File: src/rtl/reg_desp_n.sv
// Parametrised universal shift register: shift, rotate, parallel load and hold,
// with a saturating serialisation counter and a one-cycle word-done pulse.
module reg_desp_n #(
    parameter  int WIDTH = 8,
    localparam int CNT_W = $clog2(WIDTH + 1)
) (
    input  logic             CLK,
    input  logic             RESET_L,
    input  logic             ENB,
    input  logic             DIR,
    input  logic             S_IN,
    input  logic [1:0]       MODE,
    input  logic [WIDTH-1:0] D,
    output logic [WIDTH-1:0] Q,
    output logic             S_OUT,
    output logic [CNT_W-1:0] COUNT,
    output logic             DONE
);

    typedef enum logic [1:0] {
        MODE_SHIFT  = 2'b00,
        MODE_ROTATE = 2'b01,
        MODE_LOAD   = 2'b10,
        MODE_HOLD   = 2'b11
    } mode_t;

    logic [WIDTH-1:0] q_reg, q_next;
    logic             s_out_reg, s_out_next;
    logic [CNT_W-1:0] count_reg, count_next;
    logic             done_reg, done_next;

    // Bit entering the register at the vacated end, and the bit leaving it.
    logic fill_bit;
    logic exit_bit;
    logic is_step;

    always_comb begin
        exit_bit = DIR ? q_reg[WIDTH-1] : q_reg[0];
        fill_bit = (mode_t'(MODE) == MODE_ROTATE) ? exit_bit : S_IN;
    end

    always_comb begin
        q_next     = q_reg;
        s_out_next = s_out_reg;
        count_next = count_reg;
        done_next  = 1'b0;
        is_step    = 1'b0;

        if (ENB) begin
            case (mode_t'(MODE))
                MODE_SHIFT, MODE_ROTATE: begin
                    is_step    = 1'b1;
                    s_out_next = exit_bit;
                    if (DIR) begin
                        q_next = {q_reg[WIDTH-2:0], fill_bit};
                    end else begin
                        q_next = {fill_bit, q_reg[WIDTH-1:1]};
                    end
                end
                MODE_LOAD: begin
                    q_next     = D;
                    s_out_next = 1'b0;
                    count_next = '0;
                end
                default: begin
                end
            endcase
        end

        // DONE accompanies only the WIDTH-1 -> WIDTH transition; saturated steps stay quiet.
        if (is_step && (count_reg < CNT_W'(WIDTH))) begin
            count_next = count_reg + CNT_W'(1);
            done_next  = (count_reg == CNT_W'(WIDTH - 1));
        end
    end

    always_ff @(posedge CLK) begin
        if (!RESET_L) begin
            q_reg     <= '0;
            s_out_reg <= 1'b0;
            count_reg <= '0;
            done_reg  <= 1'b0;
        end else begin
            q_reg     <= q_next;
            s_out_reg <= s_out_next;
            count_reg <= count_next;
            done_reg  <= done_next;
        end
    end

    assign Q     = q_reg;
    assign S_OUT = s_out_reg;
    assign COUNT = count_reg;
    assign DONE  = done_reg;

endmodule

File: config.mk
export PLATFORM = sky130hd
export DESIGN_NAME = reg_desp_n
export DESIGN_NICKNAME = d
export VERILOG_FILES = /design/src/rtl/reg_desp_n.sv
export SDC_FILE = /design/constraint.sdc
export NUM_CORES = 1
export LEC_CHECK = 0
export ABC_AREA = 1
export BUFFER_PORTS_ARGS = -buffer_cell sky130_fd_sc_hd__buf_2
export CAP_MARGIN = 20
export CORE_MARGIN = 1.5
export CORE_UTILIZATION = 46
export CTS_CLUSTER_DIAMETER = 30
export DETAILED_ROUTE_END_ITERATION = 10
export PLACE_DENSITY_LB_ADDON = 0.1
export SYNTH_ARGS = -nofsm -noshare
export SYNTH_HDL_FRONTEND = slang
export SYNTH_SLANG_ARGS = --single-unit
File: constraint.sdc
create_clock -name CLK -period 0.9 [get_ports CLK]
set_input_delay 0.045 -clock CLK [delete_from_list [all_inputs] [get_ports CLK]]
set_output_delay 0.045 -clock CLK [all_outputs]
set_load 0.05 [all_outputs]
==> impl_metrics.json <==
{
  "nets": 156,
  "cts_buffers": 3,
  "cts_root_buffer": "clkbuf_4",
  "violations": "negative setup slack",
  "vdd_ir_drop_max_v": 0.000949,
  "grt_pass1_wl_microns": 3170,
  "grt_usage_pct": 22.1,
  "fin_util_pct": 76.1,
  "drive_gt1_share_pct": 64.7,
  "outcome": "complete, but fails checks",
  "cp.required_ns": 1.06,
  "synth.largest_area_cell": "dfxtp_1",
  "rr_endpoint": "Q[1]",
  "hold_slack_ns": 0.0466,
  "yosysSeqAreaShare_pct": 37.3,
  "end_kind": "register",
  "hold_path.class": "in2reg",
  "place.gp.congestion": 0.833,
  "stdcell_area_sq_mm": 0.00116,
  "core-area_sq_mm": 0.00152,
  "grt_pass1_vias": 748,
  "netlist-cell-type-count": 19,
  "routed_wirelength_microns": 2070,
  "clk_path_buf_depth": 2,
  "synth_mux_area_share_pct": 0,
  "synth-xor-area-share_pct": 0,
  "routedWlPerCell_microns": 13.3,
  "layout.cells.non_filler": 155,
  "dp_cells": 150,
  "cap_viol_max_count": 0,
  "synth-seq-cells": 14,
  "finalSetupViolations": 1,
  "cts_max_level": 1,
  "crit_path_top_delay_cell": "dfxtp_4",
  "whs_endpoint": "Q[7]",
  "antenna_left": 0,
  "hold_depth": 3,
  "path_class": "reg2reg",
  "die_y_microns": 43.4,
  "min_period_ns": 0.901,
  "total_power_mw": 1.55,
  "max_freq_mhz": 1110,
  "cp_max_fo": 3,
  "drt-initial-drc-count": 13,
  "area_delta_synth_final_pct": 54.2,
  "power_density_mw_per_mm2": 1330,
  "hold_viol": 0,
  "synth_top_area_share_pct": 37.3,
  "row_count": 14,
  "slowest_delay_ns": 0.37,
  "leakage_nw": 0.501,
  "dpl.hpwl_microns": 1410,
  "avgViaCountPerCell": 5.46,
  "rrSetupSlack_ns": -0.001,
  "dieArea_sq_mm": 0.00189,
  "die_x_microns": 43.4,
  "path_cells": "buf_4 -> nand2_1 -> nand3_1 -> o21ai_0 -> a21oi_1",
  "tightest_slew_ns": 0.368,
  "yosys_warnings": 0,
  "n_antenna_cell": 0,
  "skew_ns": 0.00383,
  "drc": 0,
  "path_clk_slew_ns": 0.09,
  "relSlewSlack_pct": 75.2,
  "ioPinCount": 29,
  "cp-start-kind": "register",
  "synth_compound_area_share_pct": 32.3,
  "syn-cell-area_sq_um": 752,
  "start_util_pct": 49.3,
  "regToRegStartpoint": "Q[0]",
  "rsz0062_at_grt": "yes",
  "maxSlewViolCount": 0,
  "n_fill_cell": 131,
  "ff2ff_path_depth": 5,
  "synth_cells": 102,
  "finalSetupTns_ns": -0.00100,
  "tritoncts": "done",
  "port_buffers": 28,
  "antenna_found_initial": 0,
  "crit_arrival_ns": 1.06,
  "synth_top_family_by_area": "compound AO/OA/AOI/OAI gates",
  "synthesis.nets": 118,
  "synth-simple-area-share_pct": 19.6,
  "fin_crit_sh_pct": 100,
  "fin_ws_ns": -0.00100,
  "overflow": 0,
  "synth-adder-area-share_pct": 1.66,
  "crit_family": "flip-flops",
  "seqCellArea_sq_um": 323,
  "dpl_worst_slack_ns": -0.0306,
  "num_vias": 846,
  "worst-path-buf-inv": 1,
  "avgSynthCellArea_sq_um": 7.37,
  "hp-start": "D[7]",
  "grt_max_degree": 15,
  "dpl_cell_area_sq_um": 1000,
  "drt_first_pass_iters": 4,
  "synth_area_leaders": "dfxtp_1, nand2_1, o21ai_0, a21oi_1, a21oi_2",
  "clk_latency_ns": 0.27,
  "clock-sinks": 14,
  "multi_input_area_sq_um": 477
}
==> worst min-delay path: stages <==
cell and delay [ns]:
buf_2 0.08, a21oi_1 0.05, a21oi_1 0.12
==> cell type report <==
type	instances	share of cell area, %
well taps	16	1.73
clock buffers	3	1.94
repair buffers	36	22.9
multi-input cells	72	41.1
inverters	13	4.21
flip-flops and latches	14	27.8
clock inverters	1	0.324
==> per-layer routing <==
layer	global-route usage [%]	up-vias	share of wire (%)
met3	3.75	6	4.0
met4	5.45	0	1.8
met2	40.6	28	55
met1	26.6	391	39
li1	-	421	-
met5	0	-	0
==> synthesized netlist by cell type (all sizes together) <==
cell type and number:
dfxtp 14, nand2 20, nor2 5, nand3 6
a21oi 16, inv 13, buf 2, o21ai 18
ha 1, clkbuf 1, o22ai 5, nand4 1
==> kinds of logic (layout without fill, tap and decap cells) <==
group	count (synthesis)	after routing
AOI/OAI and AO/OA	39	39
and+or+nand+nor	32	32
buffers and inverters	16	53
DFF	14	14
adders and majority gates	1	1
==> flip-flops by register name, indices dropped and copies added, names as in the netlist <==
name and count:
Q 8, COUNT 4, DONE 1, S_OUT 1
==> worst max path at each step <==
stage / startpoint / end / cells past startpoint
after floorplan: COUNT[0] / COUNT[2] / 4
after global placement: MODE[1] / Q[2] / 6
after detailed placement: MODE[1] / Q[1] / 6
after CTS: COUNT[1] / COUNT[1] / 3
after global routing: Q[0] / Q[0] / 6
final: Q[0] / Q[1] / 5
==> cells in the final DEF, fill, tap and decap left out <==
cell type	n
buf_4	13
inv_1	4
nand4_1	1
o21ai_2	5
a21oi_1	9
dfxtp_4	11
buf_2	14
nand3_1	2
inv_2	9
dfxtp_2	1
nand2_2	9
nor2_4	2
buf_6	8
o22ai_2	1
nand3_2	4
dfxtp_1	2
o21ai_4	1
nor2_1	3
a21oi_2	7
o22ai_1	4
o21ai_0	8
clkbuf_4	4
clkinv_1	1
o21ai_1	4
ha_4	1
nand2_1	11
==> where the power goes <==
group	internal [mW]	total (mW)	switching, mW
clock	0.160	0.374	0.214
sequential	0.643	0.686	0.0436
combinational	0.183	0.485	0.302
==> timing repair <==
item | in CTS | in global routing
setup buffers | 0 | 1
gates cloned | 0 | 0
endpoints found under the hold margin | 0 | 0
hold buffers | 0 | 0
pin swaps | 0 | 8
resized for setup | 16 | 28
setup endpoints to repair | 14 | 18
Note: power is estimated with default switching activity, not from simulation.
